$ cat config.mk
export PLATFORM = sky130hd
export DESIGN_NAME = i2s_frame_ctrl
export DESIGN_NICKNAME = d
export VERILOG_FILES = /design/src/rtl/i2s_frame_ctrl.sv
export SDC_FILE = /design/constraint.sdc
export NUM_CORES = 1
export LEC_CHECK = 0
export ABC_AREA = 1
export BUFFER_PORTS_ARGS = -buffer_cell sky130_fd_sc_hd__buf_2
export CAP_MARGIN = 20
export CORE_MARGIN = 8
export CORE_UTILIZATION = 60
export DETAILED_ROUTE_END_ITERATION = 8
export HOLD_SLACK_MARGIN = 0.02
export PLACE_DENSITY = 0.82
export SYNTH_ARGS = -nofsm -noshare
export SYNTH_HDL_FRONTEND = slang
export SYNTH_SLANG_ARGS = --single-unit
$ cat constraint.sdc
create_clock -name pclk -period 5.15 [get_ports pclk]
set_input_delay 1.03 -clock pclk [delete_from_list [all_inputs] [get_ports pclk]]
set_output_delay 1.03 -clock pclk [all_outputs]
set_load 0.03 [all_outputs]
$ cat src/rtl/i2s_frame_ctrl.sv
// rtl/i2s_frame_ctrl.sv - I2S master frame controller with Tx prefetch and Rx word assembly
// Optional feature macro: I2S_ERR_FLAGS_EN enables the sticky tx_underrun/rx_overrun flags.
module i2s_frame_ctrl (
  input  logic        pclk,
  input  logic        preset,
  input  logic        ctrl_en,
  input  logic [7:0]  clk_div,
  input  logic [1:0]  word_len,
  input  logic        tx_en,
  input  logic        rx_en,
  input  logic        Tx_empty,
  input  logic [31:0] Tx_rdata,
  output logic        Tx_ren,
  input  logic        Rx_full,
  output logic        Rx_wen,
  output logic [31:0] Rx_wdata,
  input  logic        sd_in,
  output logic        sck,
  output logic        ws,
  output logic        sd_out,
  output logic        busy,
  input  logic        clr_err,
  output logic        tx_underrun,
  output logic        rx_overrun
);

  typedef enum logic [1:0] {S_IDLE, S_PREFETCH, S_RUN, S_DRAIN} state_t;

  state_t      state_q, state_d;
  logic [7:0]  div_cfg_q, div_cfg_d;
  logic [1:0]  wl_cfg_q, wl_cfg_d;
  logic [7:0]  div_cnt_q, div_cnt_d;
  logic        pf_cnt_q, pf_cnt_d;
  logic [4:0]  bit_cnt_q, bit_cnt_d;
  logic        slot_q, slot_d;
  logic        sck_q, sck_d;
  logic        ws_q, ws_d;
  logic        sd_out_q, sd_out_d;
  logic [31:0] tx_sr_q, tx_sr_d;
  logic [30:0] rx_sr_q, rx_sr_d;
  logic [31:0] pf_q, pf_d;
  logic        pf_valid_q, pf_valid_d;
  logic        pend_q, pend_d;
  logic        tx_ren_q, tx_ren_d;
  logic        rx_wen_q, rx_wen_d;
  logic [31:0] rx_wdata_q, rx_wdata_d;
  logic        busy_q, busy_d;

  logic        under_evt, over_evt;
  logic        slot_start;
  logic [31:0] load_word, aligned;
  logic [4:0]  shamt, last_bit;
  logic [31:0] word_mask;
  logic        tick;

  // slot width N encoded as a left shift of 32-N; the MSB of an N-bit word lands at bit 31
  assign shamt     = {~wl_cfg_q, 3'b000};
  assign last_bit  = 5'd31 - shamt;
  assign word_mask = 32'hFFFF_FFFF >> shamt;
  assign tick      = (div_cnt_q == div_cfg_q);

  // next-state logic for the frame FSM, bit clock, shifters and FIFO strobes
  always_comb begin
    state_d    = state_q;
    div_cfg_d  = div_cfg_q;
    wl_cfg_d   = wl_cfg_q;
    div_cnt_d  = div_cnt_q;
    pf_cnt_d   = pf_cnt_q;
    bit_cnt_d  = bit_cnt_q;
    slot_d     = slot_q;
    sck_d      = sck_q;
    ws_d       = ws_q;
    sd_out_d   = sd_out_q;
    tx_sr_d    = tx_sr_q;
    rx_sr_d    = rx_sr_q;
    pf_d       = pf_q;
    pf_valid_d = pf_valid_q;
    tx_ren_d   = 1'b0;
    rx_wen_d   = 1'b0;
    rx_wdata_d = rx_wdata_q;
    under_evt  = 1'b0;
    over_evt   = 1'b0;
    slot_start = 1'b0;
    load_word  = 32'd0;
    aligned    = 32'd0;
    // FIFO read data is valid the cycle after the strobe
    pend_d     = tx_ren_q;

    if (pend_q) begin
      pf_d       = Tx_rdata;
      pf_valid_d = 1'b1;
    end

    case (state_q)
      S_IDLE: begin
        div_cfg_d = clk_div;
        wl_cfg_d  = word_len;
        div_cnt_d = 8'd0;
        pf_cnt_d  = 1'b0;
        bit_cnt_d = 5'd0;
        slot_d    = 1'b0;
        sck_d     = 1'b0;
        ws_d      = 1'b0;
        sd_out_d  = 1'b0;
        tx_sr_d   = 32'd0;
        if (ctrl_en) begin
          state_d  = S_PREFETCH;
          // strobe is visible during the first PREFETCH cycle
          tx_ren_d = tx_en && !Tx_empty;
        end
      end
      S_PREFETCH: begin
        pf_cnt_d = 1'b1;
        if (pf_cnt_q) begin
          // entering RUN acts as the first slot boundary: left MSB goes out with sck low
          state_d    = S_RUN;
          slot_start = 1'b1;
        end
      end
      default: begin
        if (state_q == S_RUN && !ctrl_en) state_d = S_DRAIN;
        if (state_q == S_DRAIN && ctrl_en) state_d = S_RUN;
        if (tick) begin
          div_cnt_d = 8'd0;
          sck_d     = ~sck_q;
          if (!sck_q) begin
            // rising edge: sample, and hand off the word when its LSB arrives
            rx_sr_d = {rx_sr_q[29:0], sd_in};
            if (bit_cnt_q == last_bit && rx_en) begin
              if (Rx_full) begin
                over_evt = 1'b1;
              end else begin
                rx_wen_d   = 1'b1;
                rx_wdata_d = {rx_sr_q, sd_in} & word_mask;
              end
            end
          end else begin
            // falling edge: advance to the next bit or the next slot
            if (bit_cnt_q == last_bit) begin
              if (slot_q && !ctrl_en) begin
                state_d   = S_IDLE;
                bit_cnt_d = 5'd0;
                slot_d    = 1'b0;
                ws_d      = 1'b0;
                sd_out_d  = 1'b0;
                tx_sr_d   = 32'd0;
              end else begin
                slot_start = 1'b1;
                slot_d     = ~slot_q;
                bit_cnt_d  = 5'd0;
              end
            end else begin
              bit_cnt_d = bit_cnt_q + 5'd1;
              sd_out_d  = tx_sr_q[31];
              tx_sr_d   = tx_sr_q << 1;
              // ws flips while the LSB is on the wire, one period ahead of the next MSB
              if (bit_cnt_q + 5'd1 == last_bit) ws_d = ~slot_q;
            end
          end
        end else begin
          div_cnt_d = div_cnt_q + 8'd1;
        end
      end
    endcase

    if (slot_start) begin
      // the word fetched at a right-slot start would belong to a frame that drain never runs
      tx_ren_d = tx_en && !Tx_empty && !(state_d == S_DRAIN && slot_d);
      if (tx_en) begin
        if (pend_q) begin
          load_word = Tx_rdata;
        end else if (pf_valid_q) begin
          load_word = pf_q;
        end else begin
          under_evt = 1'b1;
        end
      end
      aligned    = load_word << shamt;
      sd_out_d   = aligned[31];
      tx_sr_d    = aligned << 1;
      pf_valid_d = 1'b0;
    end

    busy_d = (state_d != S_IDLE);
  end

  // state registers with synchronous active-low reset
  always_ff @(posedge pclk) begin
    if (!preset) begin
      state_q    <= S_IDLE;
      div_cfg_q  <= 8'd0;
      wl_cfg_q   <= 2'd0;
      div_cnt_q  <= 8'd0;
      pf_cnt_q   <= 1'b0;
      bit_cnt_q  <= 5'd0;
      slot_q     <= 1'b0;
      sck_q      <= 1'b0;
      ws_q       <= 1'b0;
      sd_out_q   <= 1'b0;
      tx_sr_q    <= 32'd0;
      rx_sr_q    <= 31'd0;
      pf_q       <= 32'd0;
      pf_valid_q <= 1'b0;
      pend_q     <= 1'b0;
      tx_ren_q   <= 1'b0;
      rx_wen_q   <= 1'b0;
      rx_wdata_q <= 32'd0;
      busy_q     <= 1'b0;
    end else begin
      state_q    <= state_d;
      div_cfg_q  <= div_cfg_d;
      wl_cfg_q   <= wl_cfg_d;
      div_cnt_q  <= div_cnt_d;
      pf_cnt_q   <= pf_cnt_d;
      bit_cnt_q  <= bit_cnt_d;
      slot_q     <= slot_d;
      sck_q      <= sck_d;
      ws_q       <= ws_d;
      sd_out_q   <= sd_out_d;
      tx_sr_q    <= tx_sr_d;
      rx_sr_q    <= rx_sr_d;
      pf_q       <= pf_d;
      pf_valid_q <= pf_valid_d;
      pend_q     <= pend_d;
      tx_ren_q   <= tx_ren_d;
      rx_wen_q   <= rx_wen_d;
      rx_wdata_q <= rx_wdata_d;
      busy_q     <= busy_d;
    end
  end

  assign Tx_ren   = tx_ren_q;
  assign Rx_wen   = rx_wen_q;
  assign Rx_wdata = rx_wdata_q;
  assign sck      = sck_q;
  assign ws       = ws_q;
  assign sd_out   = sd_out_q;
  assign busy     = busy_q;

`ifdef I2S_ERR_FLAGS_EN
  logic under_q, under_d, over_q, over_d;

  // sticky error flags; a new event in the same cycle as clr_err keeps the flag set
  always_comb begin
    under_d = under_evt ? 1'b1 : (clr_err ? 1'b0 : under_q);
    over_d  = over_evt  ? 1'b1 : (clr_err ? 1'b0 : over_q);
  end

  // error flag registers
  always_ff @(posedge pclk) begin
    if (!preset) begin
      under_q <= 1'b0;
      over_q  <= 1'b0;
    end else begin
      under_q <= under_d;
      over_q  <= over_d;
    end
  end

  assign tx_underrun = under_q;
  assign rx_overrun  = over_q;
`else
  logic unused_err;
  assign unused_err  = &{1'b0, clr_err, under_evt, over_evt};
  assign tx_underrun = 1'b0;
  assign rx_overrun  = 1'b0;
`endif

endmodule
## After elaboration in Yosys (flattened, before gate mapping)

Index checks and enable logic that the tools add are counted.

- Latch bits: 0
- Memory bits (read-only): 0
- RAM bits: 0
- Word-level logic and storage cells: 127
- Memories kept: 0
- Output and inout bits: 40
- Register bits after elaboration: 162
- Bits of input ports: 51

- $mul: 0
- Bitwise operators: 10
- Equality and inequality tests: 10
- Magnitude comparators: 0
- Shift-type cells: 2
- $add $sub $neg: 3
- Multiplexer cells: 54
- Reduce and logical (&&, ||, !) cells: 28
- Divide/modulo/power cells: 0

Operator list:

| cell | number |
|---|---|
| $mux W32 | 9 |
| $pmux W32 S2 | 1 |
| $and A32 B32 Y32 | 1 |
| $shl A32 B5 Y32 | 1 |
| $shr A32 B5 Y32 const A | 1 |
| $mux W1 | 23 |
| $mux W2 | 8 |
| $pmux W8 S2 | 1 |
| $mux W5 | 3 |
| $pmux W1 S2 | 6 |
| $eq A5 B5 Y1 | 2 |
| $pmux W5 S2 | 1 |
| $reduce_and A5 Y1 | 2 |
| $reduce_bool A3 Y1 | 3 |
| $add A8 B1 Y8 const B | 1 |
| $eq A8 B8 Y1 | 1 |
| $mux W8 | 1 |
| $not A1 Y1 | 8 |
| $reduce_and A4 Y1 | 2 |
| $reduce_bool A2 Y1 | 4 |
| $logic_and A1 B1 Y1 | 7 |
| $eq A2 B2 Y1 const B | 3 |
| $reduce_and A3 Y1 | 2 |
| $reduce_or A6 Y1 | 1 |
| other kinds (12) | 15 |

## Logic depth before layout (Yosys ltp)

- Depth in word-level cells: 14
- Mapped depth: 15

## Least setup slack after synthesis

OpenSTA, ideal clock, no wires.

- Kind: input -> register
- From: input tx_en
- To: register tx_sr_q[7]
- Cell stages on the path: 9
- Setup slack: 2.992 ns
- Buffers on the path: 1
- Library setup time: 0.064 ns
- Arrival: 2.094 ns
- Cell sequence: buf_2 -> inv_1 -> nor2_2 -> inv_1 -> nor3_1 -> nand2_1 -> nand2_1 -> nor2_1 -> nor2_1

- Longest elaborated chain between the ends: 4

Ends and longest elaborated chain:

| item | line | text |
|---|---|---|
| start: declaration | 9 | `input logic tx_en,` |
| $mux W32 | 169 | `if (tx_en) begin` |
| $mux W32 | 166 | `if (slot_start) begin` |
| $shl A32 B5 Y32 | 178 | `aligned = load_word << shamt;` |
| $mux W32 | 166 |  |
| end signal: assignment | 220 | `tx_sr_q <= tx_sr_d;` |
| end: declaration | 39 | `logic [31:0] tx_sr_q, tx_sr_d;` |

Every way passes these cells. The select of a mux whose other input is x is not followed.
A chain may end at the register's enable or synchronous reset.

## Worst setup path in the final report

- From: register pend_q
- To: register tx_sr_q[11]

- Longest elaborated chain between the ends: 5

Ends and longest elaborated chain:

| item | line | text |
|---|---|---|
| start: declaration | 43 | `logic pend_q, pend_d;` |
| start signal: assignment | 224 | `pend_q <= pend_d;` |
| $mux W32 | 170 | `if (pend_q) begin` |
| $mux W32 | 169 |  |
| $mux W32 | 166 |  |
| $shl A32 B5 Y32 | 178 |  |
| $mux W32 | 166 |  |

Every way passes these cells. The select of a mux whose other input is x is not followed.

==> results.md <==
* Clock skew at about 0.013 ns
* Total CTS buffers at 17
* Core footprint at about 13000 sq um
* Layout Utilization at roughly 68%
* Clock sinks at between 150 and 200
* Pint at approximately 2.5 mW
* Vias in the first global route at just under 7k
* CP max FO at 34
* WP buf/inv at 3
* First-pass GRT wire length at about 33000 microns
* Final hold slack at 0.464 ns
* Sequential fraction of design power at between 30 and 40%
* Post-Syn Area at 7980 sq um
* Final slew viol count at 0
* Pwr per Cell Area at 466 nW/um^2
* Status: finished clean
* Combinational share of power at between 30% and 40%
* Post-synth top flop: dfxtp_1
* H-tree depth at 4
* Delay-heaviest family, CP: buffers and inverters
* R2R Path End: tx_sr_q[11]$_SDFFE_PN0P_
* Layout area overhead at 11.2%
* Syn avg cell area at about 6.5 sq um
* Initial antenna violation count at 0
* Starting density of the core at between 60% and 70%
* Min Tclk post-route at between 2 and 3 ns
* Drt first pass iters at 6
* First DRT Iteration DRCs at around 690
* Critical-path top delay cell: inv_1
* Synth cell types at 38
* Die W at around 130 microns
* Die ar. at around 17000 sq um
* Tightest Pin Transition at about 1.0 ns
* Clock share of power at between 20% and 30%
* # rows at 42
* Worst skew pair latency at 0.44 ns
* Critical-path cell list: buf_4 > inv_1 > nand2_1 > o21ai_0 > nand2_1 > o21ai_1 > inv_1 > nor2_1 > nand2_1 > nand2_1 > nor2_1 > nor2_1
* Final Cycle Share at about half
* Non-Filler Instances at about 1.5k
* Cell count after synthesis at ~1.2k
* Switching Fraction at around two fifths
* HP Class: reg -> reg
* Slew HR at 33.3%
* Reg clk slew, reported paths at roughly 0.070 ns
* Count of state elements after synthesis at roughly 160
* Setup repair bufs after CTS at 0
* Leakage at between 4 and 5 nW
* Cell total after placement at approximately 1.4k
* Final nets at 1322
* Final Hold Viols at 0
* Crit path kind: reg -> reg
* R2R cell count at 12
* WL final at around 19000 microns
* RSZ-0062 raised after global routing: no
* Clk buf depth at 2
* Cells taking the most area after synthesis: dfxtp_1 (40%), nand2_1 (18%), nor2_1 (9.1%)
* GRT Total Usage at 22.1%
* Max cap viols at 0
* Final setup viols at 0
* Worst Setup EP: tx_sr_q[11]$_SDFFE_PN0P_
* WL per Instance at 13.2 microns
* Fraction of layout cells with a size suffix above 1 at 12.6%
* Hold path depth at 2
* Vias per cell at between 5 and 6
* CTS hold repair buffers at 0
* Setup crit end kind: flip-flop
* FF-to-FF Start: pend_q$_SDFF_PN0_
* Fin Setup TNS at 0 ns
* DP Worst Slack at about 2.2 ns
* Critical path startpoint: pend_q$_SDFF_PN0_
* Post-DP HPWL at 12700 microns
* Worst endpoint required time at around 5.5 ns
* R2R setup slack at roughly 2.5 ns
* Global route overflow at 0
* Most frequent cells in the layout: nand2_1 (378), nor2_1 (193), dfxtp_1 (161)
* Area of the multi-input gates at roughly 3900 sq um
* Final ANT Viol Nets at 0
* Most frequent CP cell: nand2_1
* Ports at between 90 and 100
* Crit path depth at 12
* Fillers at about 1.2k
* Register area at 3220 sq um
* Post-synth EDFFs at 0
* Routability congestion estimate at around 0.92
* Synth async-reset ratio at 0%
* Yosys top cell area share at around 40%
* CTS tree: yes
* CTS root buf: clkbuf_16
* Peak VDD IR at 0.293 mV
* Die height at about 130 microns
* Synth area leader: dfxtp_1
* Startpoint types: flip-flop
* Drc violations at 0
* Antenna diode count at 0
* Largest stage delay, worst path at about 0.77 ns
* Maximum operating frequency at around 380 MHz
* Resized cells post-CTS at 0
* Worst Slack Setup Final at 2.50 ns
* IO Port Bufs at just under 90
* Arrival time at the worst endpoint at about 3 ns
* Commonest non-fill, non-tap cell in the layout: nand2_1
* Synth Warn # at 0
* Pin count of the biggest net entering global routing at 77
* Psw at roughly 1.6 mW
* Vias at 7681
* Seq/Total Area, Yosys at roughly two fifths
==> Yosys cell counts, types with 5 or more instances <==
cell,n
o21ai_0,57
inv_2,8
nor2_4,5
nand2_1,378
nor3_2,8
nand2_2,5
a21oi_1,111
nor2_1,193
clkbuf_1,28
buf_6,11
o21ai_1,11
nor3_1,19
o221ai_1,6
nand4_1,11
inv_1,104
buf_2,19
nand3_1,44
dfxtp_1,161
buf_4,8
==> layer usage <==
layer	vias to the layer above	global-route usage (%)	part of all wire (%)
li1	3935	-	-
met1	3488	29.3	46
met2	222	35.0	46
met3	36	5.22	6.2
met4	0	6.70	1.7
met5	-	0	0
==> through the flow <==
| step | total power, mW | area, sq um |
|---|---|---|
| floorplan | 2.73 | 7990 |
| global placement | 2.86 | 8280 |
| detailed placement | 2.88 | 8280 |
| CTS | 4.10 | 8850 |
| global route | 4.44 | 8870 |
| finish | 4.13 | 8870 |
==> logic make-up (layout without fill, tap and decap cells) <==
logic type,count (synthesis),in the layout,share of synthesized area [%]
adders and majority gates,3,3,0.470
AOI/OAI and AO/OA,194,194,12.7
buffers and inverters,183,239,10.3
xor gates and xnor gates,6,6,0.752
and+or+nand+nor,676,676,35.4
other,1,2,0.0470
DFF,161,161,40.4
==> worst min-delay path: stages, from the launching register on <==
cell and delay [ns]:
dfxtp_1 0.30, nand2_1 0.07, a21oi_1 0.06
==> final cells by class <==
class	instances	area share, %
Clock buffer	20	5.15
Clock inverter	12	1.23
Inverter	115	4.88
Multi-Input combinational cell	881	44.4
Sequential cell	161	36.3
Tap cell	176	2.48
Timing Repair Buffer	92	5.55
==> registers in the layout, summed over array words and instances (netlist names), 5 cells and up <==
register and flops:
Rx_wdata 32, pf_q 32, rx_sr_q 31, tx_sr_q 31, div_cfg_q 8, div_cnt_q 8
bit_cnt_q 5
==> worst min-delay path by stage <==
| stage | startpoint | end | slack, ns |
|---|---|---|---|
| 2_1_floorplan | tx_sr_q[1]$_SDFFE_PN0P_ | tx_sr_q[1]$_SDFFE_PN0P_ | 0.44 |
| 3_3_place_gp | Tx_ren$_SDFF_PN0_ | pend_q$_SDFF_PN0_ | 0.44 |
| 6_report | pf_q[8]$_SDFFE_PN0P_ | pf_q[8]$_SDFFE_PN0P_ | 0.46 |
| 4_1_cts | rx_sr_q[30]$_SDFFE_PN0P_ | rx_sr_q[30]$_SDFFE_PN0P_ | 0.47 |
| 3_5_place_dp | Tx_ren$_SDFF_PN0_ | pend_q$_SDFF_PN0_ | 0.45 |
| 5_1_grt | pf_q[14]$_SDFFE_PN0P_ | pf_q[14]$_SDFFE_PN0P_ | 0.48 |
==> power by group through the flow <==
stage                     sequential (mW)  combinational, mW  clock, mW
after global placement               1.51               1.34          0
after CTS                            1.49               1.38       1.23
after detailed placement             1.52               1.37          0
after floorplan                      1.50               1.23          0
final                                1.49               1.42       1.23
after global routing                 1.51               1.65       1.28
No activity file was read; power rests on OpenSTA's default activity.
